--- config.mk ---
export PLATFORM = sky130hd
export DESIGN_NAME = bram_block_reader_flat
export DESIGN_NICKNAME = d
export VERILOG_FILES = /design/src/rtl/bram_block_reader_if.sv /design/src/rtl/bram_block_reader.sv /design/src/flat_wrapper.sv
export SDC_FILE = /design/constraint.sdc
export NUM_CORES = 1
export LEC_CHECK = 0
export BUFFER_PORTS_ARGS = -buffer_cell sky130_fd_sc_hd__buf_4
export CORE_MARGIN = 3
export CORE_UTILIZATION = 49
export CTS_CLUSTER_SIZE = 8
export DETAILED_ROUTE_END_ITERATION = 7
export PLACE_DENSITY = 0.79
export SKIP_LAST_GASP = 1
export SYNTH_ARGS = -nofsm -noshare
export SYNTH_HDL_FRONTEND = slang
export SYNTH_SLANG_ARGS = --single-unit
--- constraint.sdc ---
create_clock -name clk -period 2.2 [get_ports clk]
set_clock_uncertainty 0.1 [all_clocks]
set_input_delay 0.22 -clock clk [delete_from_list [all_inputs] [get_ports clk]]
set_output_delay 0.22 -clock clk [all_outputs]
set_load 0.01 [all_outputs]
--- src/rtl/bram_block_reader_if.sv ---
// Request, BRAM read-port and output-stream signals of the block reader.
// The master side is the reader itself; the slave side is its environment.
interface bram_block_reader_if #(
  parameter int BLOCK_NUM_INDEX   = 6,
  parameter int BLOCK_DEPTH_INDEX = 9,
  parameter int BLOCK_WIDTH       = 32
);
  localparam int AW = BLOCK_NUM_INDEX + BLOCK_DEPTH_INDEX;

  logic                         req_valid;
  logic                         req_ready;
  logic [BLOCK_NUM_INDEX-1:0]   req_block;
  logic [BLOCK_DEPTH_INDEX-1:0] req_len;
  logic [AW-1:0]                bram_raddr;
  logic [BLOCK_WIDTH-1:0]       bram_data_i;
  logic                         out_valid;
  logic                         out_ready;
  logic [BLOCK_WIDTH-1:0]       out_data;
  logic                         out_last;
  logic                         busy;
  logic                         done;

  modport master (
    input  req_valid, req_block, req_len, bram_data_i, out_ready,
    output req_ready, bram_raddr, out_valid, out_data, out_last, busy, done
  );

  modport slave (
    output req_valid, req_block, req_len, bram_data_i, out_ready,
    input  req_ready, bram_raddr, out_valid, out_data, out_last, busy, done
  );
endinterface

--- src/rtl/bram_block_reader.sv ---
// Sweeps one BRAM block on the read port and streams its words out with valid/ready.
//   state | meaning
//   IDLE  | waiting for a request, req_ready high
//   READ  | loading words from the block into the output register
//   DRAIN | last word loaded, waiting for its handshake
module bram_block_reader #(
  parameter int BLOCK_NUM_INDEX   = 6,
  parameter int BLOCK_DEPTH_INDEX = 9,
  parameter int BLOCK_WIDTH       = 32
) (
  input logic                clk,
  input logic                rst,
  bram_block_reader_if.master bus
);
  localparam logic [BLOCK_DEPTH_INDEX:0]   DEPTH_CNT = {1'b1, {BLOCK_DEPTH_INDEX{1'b0}}};
  localparam logic [BLOCK_DEPTH_INDEX:0]   CNT_ONE   = {{BLOCK_DEPTH_INDEX{1'b0}}, 1'b1};
  localparam logic [BLOCK_DEPTH_INDEX-1:0] IDX_ONE   = {{(BLOCK_DEPTH_INDEX-1){1'b0}}, 1'b1};

  typedef enum logic [1:0] {IDLE, READ, DRAIN} state_t;

  state_t                       state, state_nxt;
  logic [BLOCK_NUM_INDEX-1:0]   blk_reg, blk_nxt;
  logic [BLOCK_DEPTH_INDEX-1:0] idx, idx_nxt;
  logic [BLOCK_DEPTH_INDEX:0]   cnt, cnt_nxt;
  logic [BLOCK_WIDTH-1:0]       data_reg, data_nxt;
  logic                         valid_reg, valid_nxt;
  logic                         last_reg, last_nxt;
  logic                         done_reg, done_nxt;
  logic                         load;

  always_ff @(posedge clk or posedge rst) begin
    if (rst) begin
      state     <= IDLE;
      blk_reg   <= '0;
      idx       <= '0;
      cnt       <= '0;
      data_reg  <= '0;
      valid_reg <= 1'b0;
      last_reg  <= 1'b0;
      done_reg  <= 1'b0;
    end else begin
      state     <= state_nxt;
      blk_reg   <= blk_nxt;
      idx       <= idx_nxt;
      cnt       <= cnt_nxt;
      data_reg  <= data_nxt;
      valid_reg <= valid_nxt;
      last_reg  <= last_nxt;
      done_reg  <= done_nxt;
    end
  end

  always_comb begin
    state_nxt = state;
    blk_nxt   = blk_reg;
    idx_nxt   = idx;
    cnt_nxt   = cnt;
    data_nxt  = data_reg;
    valid_nxt = valid_reg;
    last_nxt  = last_reg;
    done_nxt  = 1'b0;
    load      = 1'b0;
    case (state)
      IDLE: begin
        if (bus.req_valid) begin
          blk_nxt   = bus.req_block;
          idx_nxt   = '0;
          // a zero length asks for the whole block
          cnt_nxt   = (bus.req_len == '0) ? DEPTH_CNT : {1'b0, bus.req_len};
          state_nxt = READ;
        end
      end
      READ: begin
        load = !valid_reg || bus.out_ready;
        if (load) begin
          data_nxt  = bus.bram_data_i;
          valid_nxt = 1'b1;
          last_nxt  = (cnt == CNT_ONE);
          idx_nxt   = idx + IDX_ONE;
          cnt_nxt   = cnt - CNT_ONE;
          if (cnt == CNT_ONE) state_nxt = DRAIN;
        end
      end
      DRAIN: begin
        if (valid_reg && bus.out_ready) begin
          valid_nxt = 1'b0;
          last_nxt  = 1'b0;
          done_nxt  = 1'b1;
          state_nxt = IDLE;
        end
      end
      default: state_nxt = IDLE;
    endcase
  end

  assign bus.req_ready  = (state == IDLE);
  assign bus.busy       = (state != IDLE);
  assign bus.bram_raddr = {blk_reg, idx};
  assign bus.out_valid  = valid_reg;
  assign bus.out_data   = data_reg;
  assign bus.out_last   = last_reg;
  assign bus.done       = done_reg;
endmodule

--- src/flat_wrapper.sv ---
// flat-port wrapper written by rule: the top's interface ports become plain ports
module bram_block_reader_flat 
#(
  parameter int BLOCK_NUM_INDEX   = 6,
  parameter int BLOCK_DEPTH_INDEX = 9,
  parameter int BLOCK_WIDTH       = 32
)
  (clk, rst, bus_req_valid, bus_req_block, bus_req_len, bus_bram_data_i, bus_out_ready, bus_req_ready, bus_bram_raddr, bus_out_valid, bus_out_data, bus_out_last, bus_busy, bus_done);
  bram_block_reader_if #(.BLOCK_NUM_INDEX(BLOCK_NUM_INDEX), .BLOCK_DEPTH_INDEX(BLOCK_DEPTH_INDEX), .BLOCK_WIDTH(BLOCK_WIDTH)) bus_i ();
  input logic clk;
  input logic rst;
  input wire logic [$bits(bus_i.req_valid)-1:0] bus_req_valid;
  input wire logic [$bits(bus_i.req_block)-1:0] bus_req_block;
  input wire logic [$bits(bus_i.req_len)-1:0] bus_req_len;
  input wire logic [$bits(bus_i.bram_data_i)-1:0] bus_bram_data_i;
  input wire logic [$bits(bus_i.out_ready)-1:0] bus_out_ready;
  output wire logic [$bits(bus_i.req_ready)-1:0] bus_req_ready;
  output wire logic [$bits(bus_i.bram_raddr)-1:0] bus_bram_raddr;
  output wire logic [$bits(bus_i.out_valid)-1:0] bus_out_valid;
  output wire logic [$bits(bus_i.out_data)-1:0] bus_out_data;
  output wire logic [$bits(bus_i.out_last)-1:0] bus_out_last;
  output wire logic [$bits(bus_i.busy)-1:0] bus_busy;
  output wire logic [$bits(bus_i.done)-1:0] bus_done;
  assign bus_i.req_valid = bus_req_valid;
  assign bus_i.req_block = bus_req_block;
  assign bus_i.req_len = bus_req_len;
  assign bus_i.bram_data_i = bus_bram_data_i;
  assign bus_i.out_ready = bus_out_ready;
  assign bus_req_ready = bus_i.req_ready;
  assign bus_bram_raddr = bus_i.bram_raddr;
  assign bus_out_valid = bus_i.out_valid;
  assign bus_out_data = bus_i.out_data;
  assign bus_out_last = bus_i.out_last;
  assign bus_busy = bus_i.busy;
  assign bus_done = bus_i.done;
  bram_block_reader #(.BLOCK_NUM_INDEX(BLOCK_NUM_INDEX), .BLOCK_DEPTH_INDEX(BLOCK_DEPTH_INDEX), .BLOCK_WIDTH(BLOCK_WIDTH)) u_core (.clk(clk), .rst(rst), .bus(bus_i));
endmodule
# Word-level counts from Yosys, hierarchy flattened
# Index checks and enable logic that the tools add are counted.
# op_classes
n_addsub,2
n_eq_ne,7
n_mux,19
n_reduce_logical,13
# op_table
operator,count
$mux W10,3
$pmux W10 S2,1
$mux W9,2
$pmux W9 S2,1
$eq A10 B1 Y1 const B,1
$sub A10 B1 Y10 const B,1
$add A9 B1 Y9 const B,1
$logic_not A9 Y1,1
$mux W2,4
$ne A2 B1 Y1 const B,3
$pmux W2 S3,1
$reduce_and A3 Y1,2
$reduce_bool A2 Y1,3
$mux W1,5
$pmux W1 S2,2
$reduce_and A2 Y1,2
$reduce_and A4 Y1,1
$eq A2 B1 Y1 const B,1
$eq A2 B2 Y1 const B,1
$logic_not A2 Y1,1
$ne A2 B2 Y1 const B,1
$logic_and A1 B1 Y1,1
$logic_not A1 Y1,1
$logic_or A1 B1 Y1,1
# totals
reg_bits,62
in_bits,51
out_inout_bits,52
wordCells,49

# Longest topological paths before layout
# Gate-level depths: netlist of run 1.
# depth
ltp_word,4
depth_mapped,7
ltp_nobuf,6

# Least setup slack after synthesis of run 1
# No wires, ideal clock.
# synth_path
path_type,reg2reg
from,reg u_core.state[0]
to,reg u_core.idx[7]
setup_ns,0.078
t_arrival_ns,1.749
required_time_ns,2.022
setup_slack_ns,0.273
path_stages_with_launch,8
n_path_buf,1
synth_period_minus_slack_ns,1.927
cell_sequence,dfrtp_1 > inv_1 > ha_1 > buf_4 > mux2_4 > nand2_4 > or4_1 > a21oi_1
# synth_between
elab_chain_len,3
word_cells_on_any_way,7
cone_classes,eq/ne (3); mux (1); reduce/logical (3)
# synth_lines
item,line,source
"start, declared",bram_block_reader.sv:21,"state_t state, state_nxt;"
"start signal, assigned",bram_block_reader.sv:42,state <= state_nxt;
$logic_not A2 Y1 (*),n/a,
net bus_req_ready,flat_wrapper.sv:17,output wire logic [$bits(bus_i.req_ready)-1:0] bus_req_ready;
$ne A2 B2 Y1 (no line) / $reduce_bool A2 Y1 (equally long branches),n/a,
$reduce_and A3 Y1 (no line),n/a,
"end signal, assigned",bram_block_reader.sv:44,idx <= idx_nxt;
"end, declared",bram_block_reader.sv:23,"logic [BLOCK_DEPTH_INDEX-1:0] idx, idx_nxt;"
# Mark *: on every way through the listed nets, which the timed path passes. The rest lies on a longest branch.
# A chain may end at the register's enable or synchronous reset.

# Worst setup path in the final report of run 1
# layout_path
from,reg u_core.state[0]
to,reg u_core.idx[7]
# layout_between
elab_chain_len,3
word_cells_on_any_way,7
cone_classes,eq/ne (3); mux (1); reduce/logical (3)
# layout_lines
item,line,source
$eq A2 B1 Y1 / $logic_not A2 Y1 (equally long branches),bram_block_reader.sv:63,case (state)
"$ne A2 B1 Y1 (no line), or another cell as far along",n/a,
$reduce_and A3 Y1 (no line),n/a,
# Parallel ways exist; a longest one is shown, timed or not.

==> results of run 1 <==
[power by group]
group | switching (mW) | leakage [nW] | total (mW) | internal (mW)
clock network | 0.414 | 0.102 | 0.993 | 0.579
registers | 0 | 0.856 | 1.14 | 1.14
logic | 0.0407 | 1.14 | 0.106 | 0.0650
[worst max-delay path: stages, from the launching register on]
cell and delay [ns]:
dfrtp_1 0.40, inv_1 0.11, ha_1 0.31, mux2_4 0.26, nand2_4 0.10, or4_1 0.51, a21oi_1 0.16
[Yosys cell counts]
cell type / number
mux2i_1: 4
nand2_4: 1
o31ai_1: 2
a31oi_1: 1
nand3_1: 10
and2_1: 2
o22ai_1: 5
or4_1: 2
inv_1: 8
a22o_1: 2
clkbuf_1: 2
o21ai_0: 13
a21oi_1: 10
ha_1: 7
nor3_2: 1
a211oi_1: 1
nand2_1: 18
nand2b_1: 1
nor2b_1: 3
nor3_1: 1
nand4b_1: 2
o211ai_1: 2
mux2_2: 39
o21a_1: 1
or3_1: 2
nand3b_1: 1
a21boi_0: 1
nand4_1: 3
nor4_1: 2
and3_1: 2
a2bb2oi_1: 4
a21o_1: 1
nor2_1: 11
a21oi_2: 1
nand3b_2: 1
buf_4: 1
mux2_4: 1
buf_2: 4
or2b_1: 1
xor2_1: 4
dfrtp_1: 62
and4_1: 1
[final cells by class]
type                       instances  area, sq um  area share
inverter                           8         30.0     0.00758
sequential                        62         1550       0.391
timing repair buffer             110          853       0.215
multi-input combinational        164         1240       0.313
clock inverter                     3         43.8      0.0110
tap                               72         90.1      0.0227
clock buffer                      12          155      0.0391
[metrics by stage]
| stage | power (mW) | hold WS, ns | cells | worst slack, ns | area [sq um] |
|---|---|---|---|---|---|
| 2_1_floorplan | 1.18 | 0.253 | 241 | 0.273 | 2850 |
| 3_3_place_gp | 1.27 | 0.220 | 415 | 0.234 | 3750 |
| 3_5_place_dp | 1.27 | 0.222 | 415 | 0.120 | 3750 |
| 6_report | 2.24 | 0.0238 | 431 | 0.177 | 3960 |
| 5_1_grt | 2.33 | 0.00860 | 431 | 0.0196 | 3960 |
| 4_1_cts | 2.27 | 0.0105 | 431 | 0.112 | 3960 |
[repair_timing]
action                                 4_1_cts  5_1_grt
gates resized for setup                      0        1
setup endpoints to repair                    0        8
endpoints found under the hold margin       62        0
hold buffers                                 1        0
[cell families after synthesis]
| family | Yosys count |
|---|---|
| buffers and inverters | 15 |
| flip-flops | 62 |
| multiplexers | 44 |
| XOR/XNOR | 4 |
| AND/OR/NAND/NOR | 65 |
| adder cells (fa/ha/maj) | 7 |
| AO/OA/AOI/OAI | 44 |
[how the worst max path moves through the flow]
| stage | from | depth (start not counted) | end | slack [ns] |
|---|---|---|---|---|
| global route | u_core.state[1] | 7 | u_core.cnt[9] | 0.02 |
| global placement | u_core.state[1] | 7 | u_core.cnt[1] | 0.23 |
| detailed placement | u_core.state[1] | 6 | u_core.idx[7] | 0.12 |
| finish | u_core.state[0] | 6 | u_core.idx[7] | 0.18 |
| floorplan | u_core.state[0] | 7 | u_core.idx[7] | 0.27 |
| CTS | u_core.state[1] | 6 | u_core.idx[7] | 0.11 |
[metal layers]
metal  up-vias  wire length [microns]  GRT usage
met1      1106                   2720      0.260
met5         -                      0          0
met2        67                   3560      0.332
met4         0                    118     0.0831
met3        11                    352     0.0390
li1       1100                      -          -
==> out/metrics.yaml, run 1 <==
slew_headroom: 0.744
clkSinkCount: 62
syn_avg_cell_area_sq_um: 11.8
via_count: 2284
slew_viol_final: 0
status: "finished clean"
path_clk_slew_ns: 0.07
grt_usage: 0.201
synth_top_cell_by_area: "dfrtp_1"
setup-tns-final_ns: 0
synthCells: 241
cts-htree-levels: 3
post_cts_buffers: 0
ys_ff_latch: 62
synth_top_family_by_area: "multiplexers"
ys_seq_area_frac: 0.544
cts_root_buf: "clkbuf_8"
final.min_clock_period_ns: 2.02
setup_viol: 0
start_kind: "flip-flop"
synth-compound-area-share: 0.0960
overflow: 0
antenna_found_initial: 0
design.core.area_sq_mm: 0.00557
fin_nets: 413
fmax_mhz: 494
initial_utilization: 0.512
clock_path_buffers: 2
ant_nets: 0
grt_start_max_net_pins: 63
numCtsBuffers: 9
drtIter0Drc: 126
layout_commonest_cell: "buf_4"
end_kind: "flip-flop"
hold_viol_final: 0
required_ns: 2.35
criticalPathCategory: "reg2reg"
die_w_microns: 82.3
antennaDiodeCount: 0
ys_types: 42
ys_top_cells_by_area: "dfrtp_1, mux2_2, ha_1"
drv_cap: 0
grt_pass1_wl_microns: 10300
period_share: 0.920
r2r_end: "u_core.idx[7]"
rrSetupSlack_ns: 0.18
first_pass_iters: 4
routed_via_density: 5.30
worstHoldPathCells: 2
n_fill_cell: 425
synth.area.mux_share: 0.173
hold_path_end: "u_core.bus.out_data[11]"
min_path_type: "in2reg"
yosysWarnings: 0
synthXorXnorAreaFrac: 0.0123
ir_worst_vdd_uv: 466
synth_adder_area_share: 0.0307
die_h_microns: 82.3
worst_pin_slew_ns: 0.380
dieArea_sq_mm: 0.00678
cts_tree: "built"
regToRegStartpoint: "u_core.state[0]"
area_delta_synth_final_pct: 38.9
yosys.area_share.simple: 0.121
largest_register_ffs: 32
dpl.hpwl_microns: 5050
rows: 27
p_per_area_mw_per_mm2: 565
drive_above_1_share: 0.471
crit_arrival_ns: 2.18
gp_congestion: 0.866
path_max_fanout: 10
clk_latency_ns: 0.32
syn_nets: 299
layout_common_cells: "buf_4, dfrtp_1, mux2_2"
p_leak_nw: 2.09
ios: 103
grt_pass1_vias: 2150
drc: 0
io_buffers: 102
synth_area_sq_mm: 0.00285
wl_per_cell_microns: 15.7
yosys.area.top_type_share: 0.544
wl_microns: 6750
rsz0062_at_grt: "false"
worstHoldStart: "bus_bram_data_i[11]"
r2r_cells: 6
final_util: 0.711
Power figures use the tool's default switching activity.
==> run 2: changes to the inputs <==
--- a/config.mk
+++ b/config.mk
@@ -6,11 +6,13 @@
 export NUM_CORES = 1
 export LEC_CHECK = 0
 export BUFFER_PORTS_ARGS = -buffer_cell sky130_fd_sc_hd__buf_4
+export CELL_PAD_IN_SITES_DETAIL_PLACEMENT = 2
+export CELL_PAD_IN_SITES_GLOBAL_PLACEMENT = 2
 export CORE_MARGIN = 3
-export CORE_UTILIZATION = 49
+export CORE_UTILIZATION = 31
 export CTS_CLUSTER_SIZE = 8
 export DETAILED_ROUTE_END_ITERATION = 7
-export PLACE_DENSITY = 0.79
+export PLACE_DENSITY_LB_ADDON = 0.1
 export SKIP_LAST_GASP = 1
 export SYNTH_ARGS = -nofsm -noshare
 export SYNTH_HDL_FRONTEND = slang
==> run 2 against run 1 <==
Effect of this change: via count grew 8.4%; combinational power is 42% higher; final area rose by 8.1%; global-route usage fell by 1.5 points; maximum frequency grew 1.2%; register-to-register slack better by 0.02 ns; sequential share of layout area is 2.9 points lower; sequential power is essentially flat; die area is 53% higher; critical path type unchanged; flip-flop and latch count is the same.
==> out/metrics.yaml, run 2 (same netlist as run 1, synthesis figures left out) <==
end_kind: "flip-flop"
area_delta_synth_final_pct: 50.2
dieArea_sq_mm: 0.0104  # +53%
ios: 103  # unchanged
cts-htree-levels: 3  # unchanged
first_pass_iters: 4  # unchanged
largest_register_ffs: 32  # unchanged
drtIter0Drc: 40  # -68%
numCtsBuffers: 9  # unchanged
dpl.hpwl_microns: 5870  # +16%
min_path_type: "in2reg"
fin_nets: 442  # +7.0%
dp.cells: 452  # +8.9%
hold_viol_final: 0  # unchanged
period_share: 0.909  # -0.0105
path_clk_slew_ns: 0.07  # about the same
p_leak_nw: 2.21  # +5.5%
post_cts_buffers: 0  # unchanged
via_count: 2475  # +8.4%
final_util: 0.484  # -0.227
clock_path_buffers: 2  # unchanged
antenna_found_initial: 0  # unchanged
cts_tree: "built"
drive_above_1_share: 0.442  # -0.0286
criticalPathCategory: "reg2reg"
initial_utilization: 0.323  # -0.189
drc: 0  # unchanged
path_max_fanout: 10  # unchanged
n_fill_cell: 939  # +120%
gp_congestion: 0.733  # -15%
cts_root_buf: "clkbuf_8"
required_ns: 2.37  # +0.02 ns
io_buffers: 102  # unchanged
grt_start_max_net_pins: 63  # unchanged
wl_microns: 9220  # +37%
grt_pass1_wl_microns: 14900  # +45%
rows: 34  # +26%
design.core.area_sq_mm: 0.00885  # +59%
status: "finished clean"
routed_via_density: 4.98  # -6.0%
start_kind: "flip-flop"
layout_commonest_cell: "buf_4"
fmax_mhz: 500  # +1.2%
ir_worst_vdd_uv: 324  # -30%
die_w_microns: 102  # +24%
drv_cap: 0  # unchanged
final.min_clock_period_ns: 2.00  # -0.0232 ns
rsz0062_at_grt: "false"
slew_viol_final: 0  # unchanged
fin_cells: 497  # +15%
wl_per_cell_microns: 18.6  # +19%
worst_pin_slew_ns: 0.432  # +0.0524 ns
clkSinkCount: 62  # unchanged
die_h_microns: 102  # +24%
antennaDiodeCount: 0  # unchanged
overflow: 0  # unchanged
layout_common_cells: "buf_4, dfrtp_1, mux2_2"
setup-tns-final_ns: 0  # unchanged
setup_viol: 0  # unchanged
clk_latency_ns: 0.34  # +0.02 ns
ant_nets: 0  # unchanged
grt_usage: 0.187  # -0.0148
crit_arrival_ns: 2.17  # about the same
slew_headroom: 0.709  # -0.0353
p_per_area_mw_per_mm2: 526  # -6.8%
power_mw: 2.26  # +0.79%
grt_pass1_vias: 2806  # +31%
## run 2: changes by cell type in the layout (fill, tap and decap cells not counted), sizes merged
cell	previous run	this run
dlygate4sd3	1	29
clkbuf	12	13
buf	109	110
bufinv	1	0
clkinvlp	0	1
## run 2: final cells by class
cell class,instances,area (sq um),share of cell area
clock buffer,13,169,0.0394
clock inverter,3,17.5,0.00409
inverter,8,30.0,0.00701
multi-input combinational,164,1240,0.290
sequential,62,1550,0.362
tap,108,135,0.0315
timing repair buffer,139,1140,0.266
## run 2: metal layers
metal	up-vias	share of wire	global-route usage
li1	1150	-	-
met1	1262	0.40	0.215
met2	54	0.55	0.336
met3	9	0.046	0.0560
met4	0	0.011	0.0545
met5	-	0	0
## run 2: path summary, 6_finish.rpt
check	start	end	slack [ns]	depth (start not counted)
min in group asynchronous	rst	u_core.bus.out_data[5]	0.42	4
max in group asynchronous	rst	u_core.blk_reg[3]	1.29	4
max reg2reg	u_core.state[1]	u_core.idx[7]	0.20	6
min	bus_bram_data_i[9]	u_core.bus.out_data[9]	0.01	2
min reg2reg	u_core.bus.out_data[8]	u_core.bus.out_data[8]	0.41	1
max	u_core.state[1]	u_core.idx[7]	0.20	6
## run 2: stage by stage
| step | setup slack [ns] | hold WS, ns | area [sq um] |
|---|---|---|---|
| floorplan | 0.273 | 0.253 | 2850 |
| global placement | 0.223 | 0.228 | 3800 |
| finish | 0.200 | 0.0144 | 4290 |
| detailed placement | 0.127 | 0.232 | 3800 |
| global route | 0.0353 | 0.00114 | 4290 |
| CTS | 0.0906 | 0.00147 | 4280 |
## run 2: timing repair
item                                    4_1_cts  5_1_grt
endpoints found under the hold margin        90        0
gates resized for setup                       0        2
hold buffers                                 29        0
endpoints found under the setup margin        0        5
## run 2: worst max-delay path, cell delays in order (launching register included)
cell and delay [ns]:
dfrtp_1 0.38, inv_1 0.13, ha_2 0.31, mux2_4 0.24, nand2_4 0.10, or4_1 0.51, a21oi_1 0.15
## run 2: where the power goes
group          leakage, nW  switching, mW  internal [mW]
clock               0.0954          0.469          0.499
sequential           0.856              0           1.14
combinational         1.26         0.0529         0.0974
==> run 3: changes to the inputs <==
--- a/config.mk
+++ b/config.mk
@@ -5,11 +5,12 @@
 export SDC_FILE = /design/constraint.sdc
 export NUM_CORES = 1
 export LEC_CHECK = 0
+export ABC_AREA = 1
 export BUFFER_PORTS_ARGS = -buffer_cell sky130_fd_sc_hd__buf_4
 export CELL_PAD_IN_SITES_DETAIL_PLACEMENT = 2
 export CELL_PAD_IN_SITES_GLOBAL_PLACEMENT = 2
 export CORE_MARGIN = 3
-export CORE_UTILIZATION = 31
+export CORE_UTILIZATION = 29
 export CTS_CLUSTER_SIZE = 8
 export DETAILED_ROUTE_END_ITERATION = 7
 export PLACE_DENSITY_LB_ADDON = 0.1
==> constraint.sdc (replaced) <==
create_clock -name clk -period 2.6 [get_ports clk]
set_clock_uncertainty 0.1 [all_clocks]
set_input_delay 0.26 -clock clk [delete_from_list [all_inputs] [get_ports clk]]
set_output_delay 0.26 -clock clk [all_outputs]
set_load 0.01 [all_outputs]
==> run 3 against run 2 <==
Effect of this change: die area grew 12%; area after synthesis is 5.3% higher; cell count increased by 27%; via count rose by 18%; critical path type unchanged; critical endpoint is now u_core.cnt[6]; largest cell class unchanged.
==> out/metrics.yaml, run 3 <==
crit_start: "u_core.state[0]"
critPathSlowestCell: "dfrtp_1"
fin_ws_ns: 0.510  # +0.311 ns
ys_seq_area_frac: 0.516  # -0.0272
worstHoldStart: "bus_req_block[0]"
wl_per_cell_microns: 15.7  # -16%
yosysWarnings: 0  # unchanged
final_util: 0.416  # -0.0680
rsz0062_at_grt: "false"
crit_arrival_ns: 2.22  # +0.05 ns
io_buffers: 102  # unchanged
yosys.area_share.simple: 0.325  # +0.203
max_stage_delay_ns: 0.40  # -0.11 ns
drv_cap: 0  # unchanged
slew_headroom: 0.618  # -0.0907
post_cts_buffers: 0  # unchanged
grt_start_max_net_pins: 39  # -38%
numCtsBuffers: 9  # unchanged
yosys.area.top_type_share: 0.516  # -0.0272
rows: 36  # +5.9%
ir_worst_vdd_uv: 274  # -16%
cts_resized: 0  # unchanged
ys.flop_type: "dfrtp_1"
fin_nets: 551  # +25%
ios: 103  # unchanged
fmax_mhz: 479  # -4.3%
synthCells: 387  # +61%
overflow: 0  # unchanged
path_max_fanout: 22  # +12
crit_path_cell_trace: "inv_1 -> ha_1 -> nand2_2 -> o21ai_4 -> nand2_4 -> inv_2 -> o21ai_1 -> nand2_1 -> nand2_1"
regToRegStartpoint: "u_core.state[0]"
synth_edf_count: 0  # unchanged
syn_avg_cell_area_sq_um: 7.76  # -34%
ant_nets: 0  # unchanged
synth_top_family_by_area: "simple AND/OR/NAND/NOR gates"
setup-tns-final_ns: 0  # unchanged
routed_via_density: 4.65  # -6.7%
clk_latency_ns: 0.34  # about the same
antenna_found_initial: 0  # unchanged
min_path_type: "in2reg"
use_met3: 0.0324  # -0.0236
synth_adder_area_share: 0.0292  # -0.00153
setup_viol: 0  # unchanged
place_ws_ns: 0.477  # +0.350 ns
layout_common_cells: "nand2_1, buf_4, dfrtp_1"
cts-htree-levels: 3  # unchanged
synth_area_sq_mm: 0.00300  # +5.3%
cts_root_buf: "clkbuf_8"
criticalPathCategory: "reg2reg"
die_w_microns: 108  # +5.7%
ys_ff_latch: 62  # unchanged
die_h_microns: 108  # +5.7%
via_count: 2931  # +18%
top_usage_layer: "met2"
status: "finished clean"
largest_register_ffs: 32  # unchanged
synthXorXnorAreaFrac: 0.00292  # -0.00936
synthArstFlopShare: 1.00  # unchanged
drtIter0Drc: 72  # +80%
ys_types: 28  # -33%
required_ns: 2.73  # +0.36 ns
crit_top_cell: "nand2_1"
slew_viol_final: 0  # unchanged
dpl.hpwl_microns: 7400  # +26%
initial_utilization: 0.303  # -0.0194
wl_microns: 9880  # +7.1%
design.core.area_sq_mm: 0.00991  # +12%
grt_usage: 0.182  # -0.00460
synth.area.mux_share: 0  # -0.173
met2_usage: 0.326  # -0.00914
cts_tree: "built"
whs_ns: 0.0213  # +0.00689 ns
final.min_clock_period_ns: 2.09  # +0.0893 ns
worst_pin_slew_ns: 0.572  # +0.140 ns
ys_top_cells_by_area: "dfrtp_1, nand2_1, inv_1"
drive_above_1_share: 0.279  # -0.163
grt_pass1_wl_microns: 16600  # +11%
first_pass_iters: 4  # unchanged
area_delta_synth_final_pct: 37.4
start_kind: "flip-flop"
clkSinkCount: 62  # unchanged
antennaDiodeCount: 0  # unchanged
synth-compound-area-share: 0.0600  # -0.0360
hold_viol_final: 0  # unchanged
layout_commonest_cell: "nand2_1"
period_share: 0.804  # -0.106
gp_congestion: 0.719  # -2.0%
clock_path_buffers: 2  # unchanged
p_leak_nw: 2.21  # about the same
ys_top_cells_by_count: "nand2_1, dfrtp_1, inv_1"
dieArea_sq_mm: 0.0116  # +12%
drc: 0  # unchanged
syn_nets: 445  # +49%
p_per_area_mw_per_mm2: 498  # -5.4%
end_kind: "flip-flop"
synth_top_cell_by_area: "dfrtp_1"
yosysMostFrequentCell: "nand2_1"
grt_pass1_vias: 3291  # +17%
path_clk_slew_ns: 0.08  # about the same
met1_usage: 0.221  # +0.00623
[run 3: timing repair]
| action | in CTS | in global routing |
|---|---|---|
| endpoints found under the hold margin | 24 | 0 |
| hold buffers | 1 | 0 |
| endpoints found under the setup margin | 0 | 0 |
[run 3: worst paths after layout]
check                                          end  slack (ns)  depth (start not counted)
setup / recovery                     u_core.cnt[6]        0.51                          9
hold / removal                   u_core.blk_reg[0]        0.02                          3
setup reg to reg                     u_core.cnt[6]        0.51                          9
hold reg to reg            u_core.bus.out_data[21]        0.38                          2
max in group asynchronous     u_core.bus.out_valid        1.33                          4
min in group asynchronous  u_core.bus.out_data[14]        0.45                          3
[run 3: final cells by class]
| type | instances | area [sq um] |
|---|---|---|
| Tap cell | 133 | 166 |
| Clock inverter | 6 | 61.3 |
| Sequential cell | 62 | 1550 |
| Multi-Input combinational cell | 276 | 1250 |
| Fill cell | 1163 | 5780 |
| Timing Repair Buffer | 107 | 818 |
| Clock buffer | 10 | 138 |
| Inverter | 37 | 139 |
[run 3: cell families after synthesis]
group,count (synthesis)
compound gates,27
xor+xnor,1
fa+ha+maj,7
buf+inv,49
flops,62
simple gates,241
[run 3: through the flow]
stage / power, mW / instance area (sq um) / cells
after floorplan: 1.08 / 3000 / 387
after global placement: 1.20 / 3920 / 614
after detailed placement: 1.20 / 3920 / 614
after CTS: 2.08 / 4130 / 631
after global routing: 2.15 / 4130 / 631
final: 2.05 / 4130 / 631
[run 3: layer usage]
| metal | share of wire | vias up |
|---|---|---|
| met5 | 0 | - |
| met4 | 0.012 | 0 |
| met3 | 0.042 | 9 |
| met2 | 0.50 | 65 |
| met1 | 0.44 | 1448 |
| li1 | - | 1409 |
[run 3: critical path: cells and delay by family, from the launching register on]
kind | cells | cell delay [ns]
flip-flops | 1 | 0.40
AO/OA/AOI/OAI | 2 | 0.25
buffers and inverters | 2 | 0.45
adder cells (fa/ha/maj) | 1 | 0.29
AND/OR/NAND/NOR | 4 | 0.47
[run 3: power breakdown]
part	internal, mW	switching, mW
Combinational	0.0955	0.0791
Sequential	0.990	0.0145
Clock	0.466	0.410
Total	1.55	0.504
